## src/rtl/round_robin_weighted_arbiter.sv

```systemverilog
// Four-requester round-robin arbiter with per-requester burst credit.
// The owner keeps the grant for up to its weight in cycles, then priority rotates past it.
module round_robin_weighted_arbiter (
  input  logic        clk,
  input  logic        rst,
  input  logic [3:0]  request,
  input  logic [11:0] weight,
  output logic [3:0]  grant,
  output logic        grant_valid,
  output logic [1:0]  grant_id
);

  localparam logic [0:0] IDLE = 1'b0;
  localparam logic [0:0] BUSY = 1'b1;

  logic [0:0] state;
  logic [2:0] cnt;
  logic [1:0] last;

  logic       release_now;
  logic [1:0] ptr;
  logic [1:0] winner;
  logic [2:0] win_weight;
  logic [2:0] win_credit;
  logic [2:0] w_arr [4];

  // First requester found after ptr (ptr itself checked last); ptr if nobody requests.
  function automatic logic [1:0] pick(input logic [3:0] req, input logic [1:0] p);
    logic [1:0] idx;
    pick = p;
    for (int k = 4; k >= 1; k--) begin
      idx = p + 2'(k);
      if (req[idx]) pick = idx;
    end
  endfunction

  // NOTE: every signal gets a default at the top of always_comb so no latch is inferred.
  always_comb begin
    for (int i = 0; i < 4; i++) w_arr[i] = weight[3*i +: 3];
    release_now = !request[grant_id] || (cnt == 3'd1);
    // A releasing owner becomes the new pointer in the same edge.
    ptr         = (state == BUSY) ? grant_id : last;
    winner      = pick(request, ptr);
    win_weight  = w_arr[winner];
    win_credit  = (win_weight == 3'd0) ? 3'd1 : win_weight;
  end

  // NOTE: sequential state uses non-blocking assignments only.
  always_ff @(posedge clk) begin
    if (!rst) begin
      state       <= IDLE;
      cnt         <= 3'd0;
      last        <= 2'd3;
      grant       <= 4'b0000;
      grant_valid <= 1'b0;
      grant_id    <= 2'd0;
    end else if (state == IDLE) begin
      if (|request) begin
        state       <= BUSY;
        cnt         <= win_credit;
        grant       <= 4'b0001 << winner;
        grant_valid <= 1'b1;
        grant_id    <= winner;
      end
    end else begin
      if (!release_now) begin
        cnt <= cnt - 3'd1;
      end else begin
        last <= grant_id;
        if (|request) begin
          cnt         <= win_credit;
          grant       <= 4'b0001 << winner;
          grant_valid <= 1'b1;
          grant_id    <= winner;
        end else begin
          state       <= IDLE;
          cnt         <= 3'd0;
          grant       <= 4'b0000;
          grant_valid <= 1'b0;
          grant_id    <= 2'd0;
        end
      end
    end
  end

endmodule

```

## config.mk

```make
export PLATFORM = sky130hd
export DESIGN_NAME = round_robin_weighted_arbiter
export DESIGN_NICKNAME = d
export VERILOG_FILES = /design/src/rtl/round_robin_weighted_arbiter.sv
export SDC_FILE = /design/constraint.sdc
export NUM_CORES = 1
export LEC_CHECK = 0
export CAP_MARGIN = 20
export CORE_ASPECT_RATIO = 1.25
export CORE_MARGIN = 10
export CORE_UTILIZATION = 52
export DETAILED_ROUTE_END_ITERATION = 12
export GPL_TIMING_DRIVEN = 0
export PLACE_DENSITY = 0.93
export SLEW_MARGIN = 10
export SYNTH_ARGS = -nofsm -noshare
export SYNTH_HDL_FRONTEND = slang
export SYNTH_SLANG_ARGS = --single-unit
```

## constraint.sdc

```tcl
create_clock -name clk -period 6.2 [get_ports clk]
set_input_delay 1.24 -clock clk [delete_from_list [all_inputs] [get_ports clk]]
set_output_delay 1.24 -clock clk [all_outputs]
set_load 0.01 [all_outputs]
```

=== Word-level counts from Yosys, hierarchy flattened ===
Index checks and enable logic that the tools add are counted.

* Bits in registers: 13
* Input bits: 18
* Output and inout bits: 7

* Order comparisons: 5
* Bitwise operators: 1
* Multiplexer cells: 34
* Shift operators: 1
* Reductions and logical operators: 7
* Equality and inequality tests: 2
* $add $sub $neg: 4

{| class="wikitable"
|+ Operators with widths
! cell !! count
|-
| two-way mux 3 bit || 7
|-
| two-way mux 2 bit || 8
|-
| two-way mux 4 bit || 4
|-
| < comparator 2 x 3 -> 1 bit, second input constant || 4
|-
| two-way mux 1 bit || 10
|-
| binary-select mux 1 bit (select 2 bit) || 4
|-
| binary-select mux 3 bit (select 2 bit) || 1
|-
| adder 2 bit, second input constant || 2
|-
| AND reduction 2 bit || 2
|-
| OR reduction 4 bit || 1
|-
| << shifter 1 x 2 -> 4 bit, first input constant || 1
|-
| equality test 3 x 1 -> 1 bit, second input constant || 1
|-
| greater-or-equal comparator 3 bit, second input constant || 1
|-
| logical NOT 3 bit || 1
|-
| NOT 2 -> 3 bit || 1
|-
| subtractor 3 x 1 -> 3 bit, second input constant || 1
|-
| adder 2 x 1 -> 2 bit, second input constant || 1
|-
| inequality test 2 x 1 -> 1 bit, second input constant || 1
|-
| nonzero test 2 bit || 1
|-
| logical NOT 1 bit || 1
|-
| logical OR 1 bit || 1
|}

=== Logic depth before layout (Yosys ltp) ===
Gate-level depths: netlist (run 1).

* Word-level depth: 16
* Mapped depth: 10
* Mapped depth without buffers: 8

=== Worst setup path after synthesis (run 1) ===
Ideal clock, no wire load.

* Kind: input-to-reg
* From: in request[1]
* To: reg cnt[2]
* Required time: 6085 ps
* Stages on the path: 6
* Data arrival time: 2550 ps
* Library setup time: 115 ps
* Path buffers: 0
* Setup slack: 3535 ps
* Path through: or3b_2 -> nand4_1 -> nand3_4 -> a221oi_1 -> nor3b_1 -> o21a_1

* Cells in the longest elaborated chain, start to end: 14
* Elaborated cells between the ends (all ways): 25
* Those cells by class: mux: 19; bitwise: 1; reduce/logical: 5

{| class="wikitable"
|+ Ends and longest elaborated chain
! element !! RTL line !! RTL
|-
| start: declaration || 6 || <nowiki>input logic [3:0] request,</nowiki>
|-
| binary-select mux 1 bit (select 2 bit) || 33 || <nowiki>if (req[idx]) pick = idx;</nowiki>
|-
| two-way mux 1 bit (implied by the code) || 33 ||
|-
| two-way mux 2 bit (3 in series) || 33 ||
|-
| NOT 2 -> 3 bit (implied by the code) || 44 || <nowiki>win_weight = w_arr[winner];</nowiki>
|-
| binary-select mux 3 bit (select 2 bit) || 44 ||
|-
| two-way mux 3 bit (implied by the code) (2 in series) || 44 ||
|-
| logical NOT 3 bit || 45 || <nowiki>win_credit = (win_weight == 3'd0) ? 3'd1 : win_weight;</nowiki>
|-
| two-way mux 3 bit || 45 ||
|-
| two-way mux 3 bit || 70 || <nowiki>if (|request) begin</nowiki>
|-
| two-way mux 3 bit || 66 || <nowiki>if (!release_now) begin</nowiki>
|-
| two-way mux 3 bit || 57 || <nowiki>end else if (state == IDLE) begin</nowiki>
|-
| end signal: assignment || 60 || <nowiki>cnt <= win_credit;</nowiki>
|-
| end signal: assignment || 67 || <nowiki>cnt <= cnt - 3'd1;</nowiki>
|-
| end signal: assignment || 71 || <nowiki>cnt <= win_credit;</nowiki>
|-
| end: declaration || 17 || <nowiki>logic [2:0] cnt;</nowiki>
|}

Parallel ways exist; a longest one is shown, timed or not. The select of a mux whose other input is x is not followed.
A chain may end at the register's enable or synchronous reset.

=== Final worst setup path (run 1) ===
* From: in request[1]
* To: reg cnt[1]

Same word-level chain as after synthesis.

==> results.sh, run 1 <==
export IMPL_outcome="completed"
export IMPL_cp_end_kind="flip-flop"
export IMPL_routabilityCongestion=0.883
export IMPL_hold_path_end="grant_valid"
export IMPL_worstSetupPathType="in2reg"
export IMPL_crit_buf_inv=1
export IMPL_die_y_um=69.2
export IMPL_regArea_um2=260
export IMPL_area_growth_pct=28.9
export IMPL_worstRegToRegCells=7
export IMPL_postCtsSetupRepairBufs=0
export IMPL_crit_chain="clkdlybuf4s50_1 -> or3b_2 -> nand4_1 -> nand3_4 -> a221oi_1 -> nor3b_1 -> o21a_1"
export IMPL_period_minus_slack_ns=3.18
export IMPL_reg2reg_from="state"
export IMPL_clk_pin_slew_ns=0.08
export IMPL_hold_viol_final=0
export IMPL_dpl_hpwl_um=2040
export IMPL_multi_input_area_um2=669
export IMPL_yosys_warnings=0
export IMPL_pwr_density_cell_nw_per_um2=266
export IMPL_cts_tree="yes"
export IMPL_cpLargestDelayFamily="simple AND/OR/NAND/NOR gates"
export IMPL_drt_iter0_drc=17
export IMPL_portBuffers=24
export IMPL_via_per_inst=6.23
export IMPL_synth_nets=123
export IMPL_holdCritPathClass="reg2reg"
export IMPL_yosysSeqAreaShare_pct=25.9
export IMPL_slowest_delay_ns=0.58
export IMPL_drive_above_1_share_pct=22.9
export IMPL_wirelength_um=2570
export IMPL_crit_path_top_delay_cell="clkdlybuf4s50_1"
export IMPL_drtAntennaViolNets=0
export IMPL_grt_use_total_pct=13.4
export IMPL_io_pins=25
export IMPL_fmax_mhz=315
export IMPL_syn_area_um2=1010
export IMPL_wl_met3_um=165
export IMPL_worstHoldStart="grant_valid"
export IMPL_antenna_cells=0
export IMPL_cts_buffer_depth=2
export IMPL_rows=17
export IMPL_rsz0062_at_grt="false"
export IMPL_crit_start="request[1]"
export IMPL_crit_required_ns=6.38
export IMPL_clkLatencyLatePin_ns=0.28
export IMPL_start_util_pct=55.6
export IMPL_drcViolationCount=0
export IMPL_clock_sinks=13
export IMPL_synth_cells=103
export IMPL_tns_ns=0
export IMPL_grt_pass1_vias=996
export IMPL_avgSynthCellArea_um2=9.77
export IMPL_numCtsBuffers=3
export IMPL_root_buffer="clkbuf_4"
export IMPL_r2r_end="cnt[1]"
export IMPL_drtPass1Iterations=4
export IMPL_die_w_um=59.3
export IMPL_grt_max_degree=11
export IMPL_p_leak_nw=0.490
export IMPL_utilization_pct=71.7
export IMPL_yosysTopAreaCell="dfxtp_1"
export IMPL_ir_worst_vdd_v=0.000183
export IMPL_htree_levels=1
export IMPL_met2WireLength_um=1300
export IMPL_dieArea_um2=4100
export IMPL_routed_top_layer="met4"
export IMPL_cts_resized=0
export IMPL_antenna_found_initial=0
export IMPL_n_fill_cell=136
export IMPL_synth_cell_types=44
export IMPL_hold_buffers=0
export IMPL_tightestPinTransition_ns=0.412
export IMPL_yosys_top_cells_area="dfxtp_1, and2_2, buf_6, mux2i_4, nor2b_1"
export IMPL_vias=934
export IMPL_route_layer_met1_wl_um=1030
export IMPL_overflow=0
export IMPL_core_area_um2=1810
export IMPL_wl_per_cell_um=17.1
export IMPL_report_final_slew_viol_count=0
export IMPL_hold_path_depth=2
export IMPL_maxSlewHeadroom_pct=72.5
export IMPL_ys_seq_elements=13
export IMPL_setup_viol=0
export IMPL_startpoint_type="input port"
export IMPL_reg2reg_slack_ns=3.92
export IMPL_synth_top_area_share_pct=25.9
export IMPL_drv_cap=0
export IMPL_grt_first_pass_wirelength_um=4540
export IMPL_fin_nets=152
export IMPL_fin_crit_sh_pct=51.3
export IMPL_clock_skew_ns=0.000971
export IMPL_worstPathArrival_ns=3.36
export IMPL_path_max_fanout=9
==> kinds of logic (layout without fill, tap and decap cells) <==
logic type,after synthesis,in the layout,share of synthesized area (%)
simple gates,41,41,27.4
compound gates,28,28,24.5
flops,13,13,25.9
buf+inv,11,39,7.59
mux,7,7,11.3
fa+ha+maj,2,2,2.49
xor+xnor,1,1,0.871
==> metal layers <==
layer | global-route usage [%] | vias to the layer above
met4 | 5.85 | 0
met2 | 22.6 | 29
met5 | 0 | -
met3 | 5.12 | 8
li1 | - | 443
met1 | 13.8 | 454
==> how the worst max path moves through the flow <==
stage,cells after the start,slack (ns),end
floorplan,6,3.54,cnt[2]
detailed placement,7,2.72,cnt[1]
CTS,7,3.01,cnt[1]
global route,7,2.92,cnt[2]
finish,7,3.02,cnt[1]
global placement,7,2.80,cnt[1]
==> registers in the layout, indices dropped and copies added (netlist names) <==
signal and count:
cnt 3, state 1, grant_id 2, last 2
grant_valid 1, grant 4
==> worst register-to-register path: stages, from the launching register on <==
cell      delay, ns
dfxtp_1        0.39
buf_6          0.17
mux2i_4        0.32
mux2i_4        0.39
nand3_4        0.16
a221oi_1       0.46
nor3b_1        0.11
o21a_1         0.19
==> report_power, final <==
part / total [mW] / switching, mW / leakage, nW / internal, mW
sequential: 0.114 / 0.0144 / 0.108 / 0.0991
clock: 0.0541 / 0.0292 / 0.0150 / 0.0250
combinational: 0.178 / 0.0843 / 0.368 / 0.0933
==> area by class of cell <==
type	count	share of cell area, %
clock buffer	4	2.03
sequential	13	20.1
multi-input combinational	79	51.6
tap	19	1.83
timing repair buffer	24	18.5
buffer	6	4.44
inverter	5	1.45
==> synth_stat cells, drive strengths merged <==
| cell type | number |
|---|---|
| a2111oi | 1 |
| a211o | 1 |
| a211oi | 1 |
| a21o | 1 |
| a21oi | 3 |
| a221o | 2 |
| a221oi | 4 |
| a22oi | 2 |
| a32oi | 5 |
| and2 | 9 |
| and2b | 2 |
| and3 | 1 |
| and3b | 1 |
| buf | 6 |
| dfxtp | 13 |
| ha | 2 |
| inv | 5 |
| mux2 | 2 |
| mux2i | 4 |
| mux4 | 1 |
| nand2 | 4 |
| nand2b | 1 |
| nand3 | 6 |
| nand4 | 1 |
| nor2 | 1 |
| nor2b | 7 |
| nor3b | 5 |
| o21a | 2 |
| o21ai | 3 |
| o21bai | 1 |
| o22ai | 2 |
| or2 | 1 |
| or3b | 1 |
| or4 | 1 |
| xor2 | 1 |
==> per-stage QoR <==
| stage | setup WS, ns | power (mW) | cell area (um^2) | cells | hold slack [ns] |
|---|---|---|---|---|---|
| 3_5_place_dp | 2.72 | 0.291 | 1270 | 146 | 0.499 |
| 6_report | 3.02 | 0.345 | 1300 | 150 | 0.528 |
| 2_1_floorplan | 3.54 | 0.239 | 1010 | 103 | 0.492 |
| 4_1_cts | 3.01 | 0.346 | 1300 | 150 | 0.529 |
| 3_3_place_gp | 2.80 | 0.285 | 1270 | 146 | 0.504 |
| 5_1_grt | 2.92 | 0.370 | 1300 | 150 | 0.549 |
==> layout by cell type (no fill, tap or decap), types with 2 or more instances in the layout <==
master	n
clkbuf_4	3
mux2i_4	2
nor3b_1	5
dfxtp_1	13
o22ai_1	2
a221oi_1	4
nor2b_1	7
o21ai_0	2
inv_1	5
and2_2	6
nand2_1	4
mux2i_1	2
a21oi_1	3
o21a_1	2
and2_1	3
buf_6	4
nand3_1	5
a221o_1	2
a22oi_1	2
ha_1	2
a32oi_1	4
clkdlybuf4s50_1	24
(Power assumes the default switching activity.)
==> run 2: changes to the inputs <==
Settings changed: CORE_UTILIZATION 52 to 48, PLACE_DENSITY 0.93 to 0.87.
Clock period 6.2 ns to 3 ns, I/O delays scaled along.
==> run 2 against run 1 <==
Effect of this change:
- clock skew up 0.0059 ns
- utilization down 6.2 points
- combinational power up 110%
- global-route usage down 1.1 points
- cell count up 0.67%
- first-iteration DRC count up 47%
- sequential power up 100%
- die area up 5.7%
- design area about the same
- power up 110%
- sequential share of layout area about the same
- critical endpoint unchanged
- largest power group unchanged
- highest routed layer unchanged
==> results.sh, run 2 (synthesis gave the netlist of run 1 again) <==
export IMPL_met1_usage_pct=12.1
export IMPL_ir_worst_vdd_v=0.000406
export IMPL_report_final_slew_viol_count=0
export IMPL_drtPass1Iterations=5
export IMPL_worst_slack_ns=0.344
export IMPL_drive_above_1_share_pct=22.9
export IMPL_fin_crit_sh_pct=88.5
export IMPL_via_per_inst=6.16
export IMPL_drt_iter0_drc=25
export IMPL_dpl_hpwl_um=2050
export IMPL_die_w_um=60.9
export IMPL_setup_viol=0
export IMPL_p_switching_mw=0.263
export IMPL_power_frac_comb_pct=51.6
export IMPL_drcViolationCount=0
export IMPL_root_buffer="clkbuf_4"
export IMPL_gr_max_usage_layer="met2"
export IMPL_utilization_pct=65.5
export IMPL_clk_pin_slew_ns=0.08
export IMPL_grt_max_degree=11
export IMPL_drtAntennaViolNets=0
export IMPL_dieArea_um2=4340
export IMPL_use_met2_pct=20.7
export IMPL_core_area_um2=1980
export IMPL_worstSetupPathType="in2reg"
export IMPL_mostFrequentLayoutCells="clkdlybuf4s50_1, dfxtp_1, nor2b_1, and2_2"
export IMPL_tightestPinTransition_ns=0.435
export IMPL_antenna_found_initial=0
export IMPL_cp_end_kind="flip-flop"
export IMPL_start_util_pct=50.8
export IMPL_area_growth_pct=29.0
export IMPL_antenna_cells=0
export IMPL_p_leak_nw=0.490
export IMPL_clock_sinks=13
export IMPL_grt_use_total_pct=12.3
export IMPL_routabilityCongestion=0.817
export IMPL_die_y_um=71.2
export IMPL_crit_required_ns=3.18
export IMPL_htree_levels=1
export IMPL_clkLatencyLatePin_ns=0.28
export IMPL_outcome="completed"
export IMPL_tns_ns=0
export IMPL_clock_skew_ns=0.00686
export IMPL_largest_register="grant"
export IMPL_vias=930
export IMPL_wirelength_um=2570
export IMPL_rows=18
export IMPL_drv_cap=0
export IMPL_startpoint_type="input port"
export IMPL_grt_pass1_vias=968
export IMPL_power_frac_seq_pct=32.7
export IMPL_portBuffers=24
export IMPL_fmax_mhz=377
export IMPL_cts_resized=0
export IMPL_largestRegisters="grant (4), cnt (3)"
export IMPL_pwr_density_cell_nw_per_um2=549
export IMPL_holdCritPathClass="reg2reg"
export IMPL_hold_viol_final=0
export IMPL_power_frac_clock_pct=15.7
export IMPL_rsz0062_at_grt="false"
export IMPL_n_fill_cell=185
export IMPL_gr_usage_met3_pct=6.43
export IMPL_layout_commonest_cell="clkdlybuf4s50_1"
export IMPL_worstPathArrival_ns=2.83
export IMPL_hold_buffers=0
export IMPL_grt_first_pass_wirelength_um=4290
export IMPL_internal_power_mw=0.449
export IMPL_pre_cts_ws_ns=0.119
export IMPL_path_max_fanout=9
export IMPL_fin_nets=152
export IMPL_cts_buffer_depth=2
export IMPL_wl_per_cell_um=17.0
export IMPL_cts_tree="yes"
export IMPL_postCtsSetupRepairBufs=0
export IMPL_whs_ns=0.530
export IMPL_overflow=0
export IMPL_io_pins=25
export IMPL_numCtsBuffers=3
export IMPL_switching_share_pct=37.0
export IMPL_largest_reg_flops=4
export IMPL_maxSlewHeadroom_pct=71.0
export IMPL_period_minus_slack_ns=2.66
==> run 2: cell counts in the layout (fill, tap and decap cells not counted) <==
Identical to the previous run, type by type.
==> run 2: area by class of cell <==
type                            instances  area (um^2)  share of cell area (%)
Multi-Input combinational cell         79          669                    51.6
Sequential cell                        13          260                    20.1
Timing Repair Buffer                   24          240                    18.5
Buffer                                  6         57.6                    4.44
Clock buffer                            4         26.3                    2.03
Tap cell                               20         25.0                    1.93
Inverter                                5         18.8                    1.45
==> run 2: through the flow <==
stage	cell area, um^2	cells	total power, mW
4_1_cts	1300	151	0.716
6_report	1300	151	0.712
5_1_grt	1300	151	0.762
2_1_floorplan	1010	103	0.494
3_3_place_gp	1270	147	0.591
3_5_place_dp	1270	147	0.603
==> run 2: per-layer routing <==
layer	part of all wire, %	up-vias
met4	1.4	0
met5	0	-
met2	51	43
met3	12	6
met1	36	436
li1	-	445
==> run 2: final timing paths <==
check	from	to	slack [ns]	cells past startpoint
min reg2reg	grant_valid	grant_valid	0.53	2
max reg2reg	state	cnt[1]	0.69	7
max	request[1]	cnt[1]	0.34	7
min	grant_valid	grant_valid	0.53	2
==> run 2: power by group through the flow <==
stage,logic [mW],clock network [mW],registers (mW)
final,0.367,0.112,0.233
after global routing,0.403,0.121,0.238
after CTS,0.368,0.114,0.234
after floorplan,0.255,0,0.239
after detailed placement,0.366,0,0.237
after global placement,0.354,0,0.237
==> run 2: worst max-delay path, cell delays in order <==
cell             delay (ns)
clkdlybuf4s50_1        0.62
or3b_2                 0.48
nand4_1                0.17
nand3_4                0.15
a221oi_1               0.48
nor3b_1                0.13
o21a_1                 0.20
